### src/rtl/rpn_pkg.sv
// rtl/rpn_pkg.sv - key codes, sequencer states and digit decode for rpn_key_sequencer
package rpn_pkg;

  // Numpad codes as delivered by the scanner (bit4 = key held)
  localparam logic [4:0] KEY_1    = 5'b10000;
  localparam logic [4:0] KEY_4    = 5'b10001;
  localparam logic [4:0] KEY_7    = 5'b10010;
  localparam logic [4:0] KEY_0    = 5'b10011;
  localparam logic [4:0] KEY_2    = 5'b10100;
  localparam logic [4:0] KEY_5    = 5'b10101;
  localparam logic [4:0] KEY_8    = 5'b10110;
  localparam logic [4:0] KEY_CLR  = 5'b10111;
  localparam logic [4:0] KEY_3    = 5'b11000;
  localparam logic [4:0] KEY_6    = 5'b11001;
  localparam logic [4:0] KEY_9    = 5'b11010;
  localparam logic [4:0] KEY_DIV  = 5'b11011;
  localparam logic [4:0] KEY_PUSH = 5'b11100;
  localparam logic [4:0] KEY_ADD  = 5'b11101;
  localparam logic [4:0] KEY_SUB  = 5'b11110;
  localparam logic [4:0] KEY_MUL  = 5'b11111;

  typedef enum logic [1:0] {
    IDLE = 2'd0,
    DIV  = 2'd1,
    DONE = 2'd2
  } rpn_state_e;

  typedef struct packed {
    logic       valid;
    logic [3:0] value;
  } digit_t;

  // Map a key code to its digit value; valid is low for non-digit keys
  function automatic digit_t decode_digit(input logic [4:0] code);
    digit_t d;
    d.valid = 1'b1;
    d.value = 4'd0;
    case (code)
      KEY_0:   d.value = 4'd0;
      KEY_1:   d.value = 4'd1;
      KEY_2:   d.value = 4'd2;
      KEY_3:   d.value = 4'd3;
      KEY_4:   d.value = 4'd4;
      KEY_5:   d.value = 4'd5;
      KEY_6:   d.value = 4'd6;
      KEY_7:   d.value = 4'd7;
      KEY_8:   d.value = 4'd8;
      KEY_9:   d.value = 4'd9;
      default: d.valid = 1'b0;
    endcase
    return d;
  endfunction

endpackage

### src/rtl/seq_divider.sv
// rtl/seq_divider.sv - restoring unsigned divider, one quotient bit per cycle
module seq_divider #(
  parameter int WIDTH = 32
) (
  input  logic             clock,
  input  logic             reset,
  input  logic             start,
  input  logic [WIDTH-1:0] dividend,
  input  logic [WIDTH-1:0] divisor,
  output logic             done,
  output logic [WIDTH-1:0] quotient,
  output logic [WIDTH-1:0] remainder
);

  localparam int CW = $clog2(WIDTH + 1);

  logic [WIDTH-1:0] r_rem;
  logic [WIDTH-1:0] r_quo;
  logic [WIDTH-1:0] r_dvs;
  logic [CW-1:0]    r_cnt;
  logic             r_done;

  logic [WIDTH-1:0] w_rem_in;
  logic [WIDTH-1:0] w_quo_in;
  logic [WIDTH-1:0] w_dvs_in;
  logic [WIDTH:0]   w_trial;
  logic [WIDTH-1:0] w_sub;
  logic             w_fits;
  logic [WIDTH-1:0] w_rem_nx;
  logic [WIDTH-1:0] w_quo_nx;

  // One restoring step; the start cycle already performs the first step so
  // the quotient is complete WIDTH cycles after start
  always_comb begin
    w_rem_in = start ? '0 : r_rem;
    w_quo_in = start ? dividend : r_quo;
    w_dvs_in = start ? divisor : r_dvs;
    w_trial  = {w_rem_in, w_quo_in[WIDTH-1]};
    w_fits   = (w_trial >= {1'b0, w_dvs_in});
    // When the trial fits, trial - divisor < divisor, so the low bits are exact
    w_sub    = w_trial[WIDTH-1:0] - w_dvs_in;
    w_rem_nx = w_fits ? w_sub : w_trial[WIDTH-1:0];
    w_quo_nx = {w_quo_in[WIDTH-2:0], w_fits};
  end

  // Iteration counter and partial remainder/quotient registers
  always_ff @(posedge clock) begin
    if (reset) begin
      r_rem  <= '0;
      r_quo  <= '0;
      r_dvs  <= '0;
      r_cnt  <= '0;
      r_done <= 1'b0;
    end else if (start) begin
      r_rem  <= w_rem_nx;
      r_quo  <= w_quo_nx;
      r_dvs  <= divisor;
      r_cnt  <= CW'(WIDTH - 1);
      r_done <= (WIDTH == 1);
    end else if (r_cnt != '0) begin
      r_rem  <= w_rem_nx;
      r_quo  <= w_quo_nx;
      r_cnt  <= r_cnt - 1'b1;
      r_done <= (r_cnt == CW'(1));
    end else begin
      r_done <= 1'b0;
    end
  end

  assign done      = r_done;
  assign quotient  = r_quo;
  assign remainder = r_rem;

endmodule

### src/rtl/rpn_key_sequencer.sv
// rtl/rpn_key_sequencer.sv - numpad code to operand-stack command sequencer
module rpn_key_sequencer
  import rpn_pkg::*;
#(
  parameter int WIDTH = 32,
  parameter int CNT_W = 6
) (
  input  logic             clock,
  input  logic             reset,
  input  logic [4:0]       key,
  input  logic             hex_mode,
  input  logic [WIDTH-1:0] top,
  input  logic [WIDTH-1:0] next,
  input  logic [CNT_W-1:0] count,
  output logic             push,
  output logic             pop,
  output logic             write,
  output logic [WIDTH-1:0] new_value,
  output logic             busy,
  output logic             overflow,
  output logic             op_error,
  input  logic             clear_flags
);

  logic [4:0]       r_key;
  rpn_state_e       r_state;
  logic             r_push;
  logic             r_pop;
  logic             r_write;
  logic [WIDTH-1:0] r_value;
  logic             r_ovf;
  logic             r_err;

  logic             w_event;
  digit_t           w_digit;
  logic             w_few;
  logic [2*WIDTH-1:0] w_radix;
  logic [2*WIDTH-1:0] w_wide;
  logic [2*WIDTH-1:0] w_prod;
  logic [WIDTH:0]   w_sum;
  logic [WIDTH:0]   w_diff;
  rpn_state_e       w_state_nx;
  logic             w_push;
  logic             w_pop;
  logic             w_write;
  logic [WIDTH-1:0] w_value;
  logic             w_set_ovf;
  logic             w_set_err;
  logic             w_start;
  logic             w_div_done;
  logic [WIDTH-1:0] w_quotient;
  logic [WIDTH-1:0] w_rem_unused;

  // A press is the rising edge of the held bit; code changes while held are not presses
  assign w_event = key[4] & ~r_key[4];
  assign w_digit = decode_digit(key);
  assign w_few   = (count < CNT_W'(2));

  seq_divider #(.WIDTH(WIDTH)) u_div (
    .clock     (clock),
    .reset     (reset),
    .start     (w_start),
    .dividend  (next),
    .divisor   (top),
    .done      (w_div_done),
    .quotient  (w_quotient),
    .remainder (w_rem_unused)
  );

  // Decode the press into next-cycle commands, flag sets and FSM transition
  always_comb begin
    w_state_nx = r_state;
    w_push     = 1'b0;
    w_pop      = 1'b0;
    w_write    = 1'b0;
    w_value    = r_value;
    w_set_ovf  = 1'b0;
    w_set_err  = 1'b0;
    w_start    = 1'b0;
    w_radix    = hex_mode ? (2*WIDTH)'(16) : (2*WIDTH)'(10);
    w_wide     = ({{WIDTH{1'b0}}, top} * w_radix) + (2*WIDTH)'(w_digit.value);
    w_prod     = {{WIDTH{1'b0}}, next} * {{WIDTH{1'b0}}, top};
    w_sum      = {1'b0, next} + {1'b0, top};
    w_diff     = {1'b0, next} - {1'b0, top};
    case (r_state)
      IDLE: begin
        if (w_event) begin
          if (w_digit.valid) begin
            if (w_wide[2*WIDTH-1:WIDTH] == '0) begin
              w_write = 1'b1;
              w_value = w_wide[WIDTH-1:0];
            end else begin
              w_set_ovf = 1'b1;
            end
          end else begin
            case (key)
              KEY_CLR: begin
                w_write = 1'b1;
                w_value = '0;
              end
              KEY_PUSH: w_push = 1'b1;
              KEY_ADD, KEY_SUB, KEY_MUL, KEY_DIV: begin
                if (w_few) begin
                  w_set_err = 1'b1;
                end else if (key == KEY_ADD) begin
                  w_pop     = 1'b1;
                  w_write   = 1'b1;
                  w_value   = w_sum[WIDTH-1:0];
                  w_set_ovf = w_sum[WIDTH];
                end else if (key == KEY_SUB) begin
                  w_pop     = 1'b1;
                  w_write   = 1'b1;
                  w_value   = w_diff[WIDTH-1:0];
                  w_set_ovf = w_diff[WIDTH];
                end else if (key == KEY_MUL) begin
                  w_pop     = 1'b1;
                  w_write   = 1'b1;
                  w_value   = w_prod[WIDTH-1:0];
                  w_set_ovf = (w_prod[2*WIDTH-1:WIDTH] != '0);
                end else if (top == '0) begin
                  w_set_err = 1'b1;
                end else begin
                  w_start    = 1'b1;
                  w_state_nx = DIV;
                end
              end
              default: ;
            endcase
          end
        end
      end
      DIV: begin
        // Presses during the divide are dropped, not queued
        if (w_div_done) begin
          w_state_nx = DONE;
          w_pop      = 1'b1;
          w_write    = 1'b1;
          w_value    = w_quotient;
        end
      end
      DONE:    w_state_nx = IDLE;
      default: w_state_nx = IDLE;
    endcase
  end

  // Register commands and sticky flags; clear_flags wins over a same-cycle set
  always_ff @(posedge clock) begin
    if (reset) begin
      r_key   <= '0;
      r_state <= IDLE;
      r_push  <= 1'b0;
      r_pop   <= 1'b0;
      r_write <= 1'b0;
      r_value <= '0;
      r_ovf   <= 1'b0;
      r_err   <= 1'b0;
    end else begin
      r_key   <= key;
      r_state <= w_state_nx;
      r_push  <= w_push;
      r_pop   <= w_pop;
      r_write <= w_write;
      r_value <= w_value;
      r_ovf   <= clear_flags ? 1'b0 : (r_ovf | w_set_ovf);
      r_err   <= clear_flags ? 1'b0 : (r_err | w_set_err);
    end
  end

  assign push      = r_push;
  assign pop       = r_pop;
  assign write     = r_write;
  assign new_value = r_value;
  assign busy      = (r_state == DIV);
  assign overflow  = r_ovf;
  assign op_error  = r_err;

endmodule

### config.mk
export PLATFORM = sky130hd
export DESIGN_NAME = rpn_key_sequencer
export DESIGN_NICKNAME = d
export VERILOG_FILES = /design/src/rtl/rpn_pkg.sv /design/src/rtl/seq_divider.sv /design/src/rtl/rpn_key_sequencer.sv
export SDC_FILE = /design/constraint.sdc
export NUM_CORES = 2
export LEC_CHECK = 0
export CAP_MARGIN = 40
export CORE_MARGIN = 4
export CORE_UTILIZATION = 30
export DETAILED_ROUTE_END_ITERATION = 7
export GPL_TIMING_DRIVEN = 0
export PLACE_DENSITY = 0.54
export SYNTH_ARGS = -nofsm -noshare
export SYNTH_HDL_FRONTEND = slang
export SYNTH_SLANG_ARGS = --single-unit
### constraint.sdc
create_clock -name clock -period 20.1 [get_ports clock]
set_input_delay 3.015 -clock clock [delete_from_list [all_inputs] [get_ports clock]]
set_output_delay 3.015 -clock clock [all_outputs]
set_load 0.02 [all_outputs]
# Yosys cells after proc, flatten, opt, wreduce, memory -nomap -nowiden
# Cells that the tools add are included.
[word_totals]
ff_bits = 147
in_bits = 79
out_inout_bits = 38
elab_cells = 151
[op_classes]
addsub = 5
n_mul = 2
magnitude_cmp = 2
eq_ne = 31
mux = 75
bitwise = 7
n_reduce_logical = 15
[op_table]
columns = ["operator", "count"]
rows = [
  ["$mux W32", 16],
  ["$pmux W32 S2", 2],
  ["$eq A5 B5 Y1 const B", 16],
  ["$logic_not A32 Y1", 2],
  ["$mul A32 B32 Y64", 1],
  ["$mux W1", 40],
  ["$add A37 B4 Y38", 1],
  ["$mul A32 B5 Y37", 1],
  ["$pmux W4 S9", 1],
  ["$add A32 B32 Y33", 1],
  ["$ge A33 B32 Y1", 1],
  ["$sub A32 B32 Y33", 1],
  ["$reduce_bool A32 Y1", 1],
  ["$sub A32 B32 Y32", 1],
  ["$mux W2", 9],
  ["$mux W5", 3],
  ["$ne A2 B2 Y1 const B", 7],
  ["$reduce_or A10 Y1", 1],
  ["$reduce_and A9 Y1", 1],
  ["$reduce_or A4 Y1", 2],
  ["$reduce_and A7 Y1", 1],
  ["$eq A6 B1 Y1 const B", 1],
  ["$lt A6 B2 Y1 const B", 1],
  ["$ne A6 B6 Y1 const B", 1],
  ["16 further kinds", 25],
]

# Depth between registers and ports, before layout
[logic_depth]
ltp_word = 15
mapped_depth = 33
depth_no_buf = 30

# Modules after synthesis
# Synthesis repeated with hierarchy kept, for this count alone.
[unflattened]
hier_cells = 5825
area_unflattened_um2 = 49241.0
[by_module_without_submodules]
columns = ["module", "instances", "cells_each", "area_per_inst_um2", "seq_area_each_um2"]
rows = [
  ["rpn_key_sequencer", 1, 5033, 42951.2, 800.8],
  ["seq_divider", 1, 792, 6289.8, 2062.0],
]

# Least setup slack after synthesis
# Ideal clock, no wire load.
[synth_timing]
path_type = "input port to flip-flop"
start = "in top[8]"
end = "reg r_ovf (netlist: overflow)"
setup_time_ns = 0.116
arrival_time_ns = 10.290
required_ns = 19.984
setup_slack_ns = 9.694
path_stages = 29
n_path_buf = 2
path_cell_list = "clkbuf_1 > clkbuf_1 > nand2_1 > fa_1 > inv_1 > fa_1 > inv_1 > fa_1 > inv_1 > fa_1 > fa_1 > inv_1 > fa_1 > fa_1 > fa_1 > inv_1 > ha_1 > a21oi_1 > o21ai_0 > a21oi_2 > nor2_1 > nor3_1 > nand4_1 > or4_1 > nor4_1 > nand4_1 > nor4_1 > nand2_1 > a31o_1"
[synth_between]
elab_chain_cells = 11
word_cells_on_any_way = 17
classes_between = "add/sub (3); mul (2); mux (9); bitwise (1); reduce/logical (2)"
[synth_rtl]
columns = ["element", "line", "rtl"]
rows = [
  ["start, declared", "rpn_key_sequencer.sv:12", "input logic [WIDTH-1:0] top,"],
  ["branches (longest 7 deep; another with $add A37 B4 Y38)", "-", ""],
  ["$mux W1 *", "rpn_key_sequencer.sv:88", "if (w_digit.valid) begin"],
  ["$mux W1 *", "rpn_key_sequencer.sv:87", "if (w_event) begin"],
  ["$mux W1 *", "rpn_key_sequencer.sv:85", "case (r_state)"],
  ["$or A1 B1 Y1 *", "rpn_key_sequencer.sv:164", "r_ovf <= clear_flags ? 1'b0 : (r_ovf | w_set_ovf);"],
  ["end signal, assigned", "rpn_key_sequencer.sv:164", ""],
  ["end, declared", "rpn_key_sequencer.sv:31", "logic r_ovf;"],
]
# Mark *: on every way between the ends.
# A chain may end at the register's enable or synchronous reset.

# Final worst setup path
[layout_timing]
start = "in top[10]"
end = "reg r_ovf (netlist: overflow)"
# The elaborated chain is that of the path after synthesis.

==> results.toml <==
[clock_network]
htreeDepth = 4
cts_resized = 0
cts.hold.buffers_added = 0
cts.sinks = 143
clock-root-buffer = "clkbuf_16"
clkTransAtPathRegs_ns = 0.06
cts_buffers = 17
cts_setup_buffers = 0
cts_tree = "done"
clk_path_buf_depth = 2
clk_latency_ns = 0.44

[floorplan]
io_pins = 117
start_util_pct = 30.3
die_w_um = 412
die_y_um = 412
coreArea_um2 = 161000
die-area_um2 = 169000
fp-row-count = 147

[synthesis]
synth_largest_area_cell = "fa_1"
synth_compound_gate_area_share_pct = 12.6
syn-cell-area_um2 = 48900
synth-simple-area-share_pct = 19.3
synth_xor_area_share_pct = 2.13
synth_area_leaders = "fa_1, ha_1, and2_1, inv_1, dfxtp_1"
synth_top_family_by_area = "adder cells"
ys_seq_elements = 143
synth_async_sr_flop_share_pct = 0
synth.area.mux_share_pct = 0.888
yosys_warnings = 0
yosys.area.top_type_share_pct = 38.1
syn_inst = 5739
synth_adder_area_share_pct = 49.3
ys_types = 97
synth_top_flop_cell = "dfxtp_1"
syn_avg_cell_area_um2 = 8.52
synth_edf_count = 0
seq_area_frac_synth_pct = 5.86

[run_status]
outcome = "completed"

[global_routing]
grt_pass1_wl_um = 310000
grt_pass1_vias = 44100
grt_start_max_net_pins = 17
grt_overflow_total = 0
antenna_found_initial = 19
grt_usage_pct = 25.2

[final_layout]
final_layout_size_suffix_gt1_share_pct = 3.78
area.growth.synth_to_final_pct = 12.3
layout.nets = 7465
layoutNonFillerInstCount = 8197

[sta]
final_max_slew_viol_count = 0
fin_worst_skew_ns = 0.0108
finalCriticalPeriod_ns = 13.89
setup_violations = 0
post-route-period-util_pct = 69.1
fin_tns_setup_ns = 0
rsz0062_at_grt = "false"
worst_slew_pin_slew_ns = 1.09
fmax_ghz = 0.0720
hold_violations = 0
max_slew_margin_pct = 27.2

[detailed_routing]
viasPerCell = 5.30
ant_nets = 0
drt_drc_violations_left = 0
vias = 43400
routed_wl_um = 217000
firstDrtPassIters = 6
wl_per_cell_um = 26.4
first_iter_violations = 4419

[place]
hpwl_um = 185000
gp_congestion = 0.993
io_buffers = 113
place_inst = 8156

[worst_setup_path]
arrival_ns = 14.22
cp_max_fo = 10
timing.critical_path.buf_inv = 7
critPathCaptureType = "register"
path_common_cell = "fa_1"
cp_data_required_time_ns = 20.43
max_stage_delay_ns = 0.70
critPathSlowestCell = "clkbuf_1"
startpoint_type = "primary input"
crit_family = "adder cells"
critPathKind = "primary input to register"

[job]
drv_cap = 0

[worst_hold_path]
hold_class = "register to register"
registers in the layout, summed over array words and instances, names as in the netlist, 2 cells and up:
| signal | count |
|---|---|
| u_div.remainder | 32 |
| new_value | 32 |
| u_div.quotient | 32 |
| u_div.r_dvs | 32 |
| r_state | 2 |
| u_div.r_cnt | 6 |
metrics by stage:
step                      area, µm²  utilization [%]  worst slack (ns)  hold WS, ns
final                         54900             34.0              6.21        0.451
after floorplan               49000                -              9.69        0.444
after CTS                     54800             34.0              6.53        0.457
after global placement        52800             32.7              4.74        0.449
after global routing          54900             34.0              6.14        0.488
after detailed placement      54300             33.6              6.12        0.448
metal layers:
metal | share of wire (%) | global-route usage, % | vias to the layer above
met5 | 0 | 0 | -
met4 | 5.4 | 10.9 | 0
met3 | 9.6 | 5.30 | 406
met2 | 44 | 38.7 | 2153
met1 | 41 | 34.1 | 22000
li1 | - | - | 18800
cells by family (layout without fill, tap and decap cells):
| family | Yosys count | count (layout) |
|---|---|---|
| other cells | 2 | 36 |
| compound gates | 909 | 909 |
| xor+xnor | 119 | 119 |
| flops | 143 | 143 |
| buf+inv | 1266 | 1530 |
| fa+ha+maj | 1369 | 1369 |
| mux | 43 | 43 |
| simple gates | 1888 | 1888 |
cells in the mapped netlist, drive strengths merged, types with 10 or more instances:
library cell	count
o221ai	13
a21oi	256
a221oi	29
o211ai	29
fa	930
o21ai	152
xnor2	71
a211o	11
a31oi	24
nand2b	51
buf	33
nand4	52
a211oi	50
dfxtp	143
nor2	285
nor2b	29
nand2	648
clkbuf	333
o31ai	20
o41ai	10
o22ai	32
and3	19
o21bai	20
and2	616
ha	439
a21o	68
nor3	53
xor2	48
mux2i	40
or3	22
a311oi	38
or4	10
o211a	14
o21a	31
nor4	30
inv	898
a21boi	31
nand3	42
or2	10
a221o	10
cells in the final DEF (no fill, tap or decap), types with 141 or more instances in the layout:
master | Yosys | final
a21oi_1 | 255 | 255
and2_1 | 615 | 615
clkbuf_1 | 332 | 334
dfxtp_1 | 143 | 143
fa_1 | 930 | 930
ha_1 | 439 | 439
inv_1 | 898 | 898
nand2_1 | 648 | 648
nor2_1 | 284 | 284
o21ai_0 | 142 | 141
worst min-delay path, delay by kind of cell (launching register included):
kind / cells / cell delay, ns
simple gates: 1 / 0.05
compound gates: 1 / 0.05
flops: 1 / 0.31
layout make-up:
| cell class | instances | area [µm²] |
|---|---|---|
| Fill cell | 17100 | 106000 |
| Tap cell | 2160 | 2700 |
| Inverter | 900 | 3380 |
| Timing Repair Buffer | 232 | 2600 |
| Sequential cell | 143 | 2860 |
| Antenna cell | 7 | 17.5 |
| Clock inverter | 10 | 87.6 |
| Buffer | 366 | 1420 |
| Clock buffer | 22 | 474 |
| Multi-Input combinational cell | 4357 | 41300 |
final timing paths:
check	from	slack, ns	depth (start not counted)	end
max	top[10]	6.21	29	overflow
max reg2reg	r_state[1]	13.63	21	u_div.remainder[20]
min	new_value[3]	0.45	2	new_value[3]
min reg2reg	new_value[3]	0.45	2	new_value[3]
Power is not shown: default switching activity piles up to over one toggle a cycle in this logic, so the estimate is an artifact.
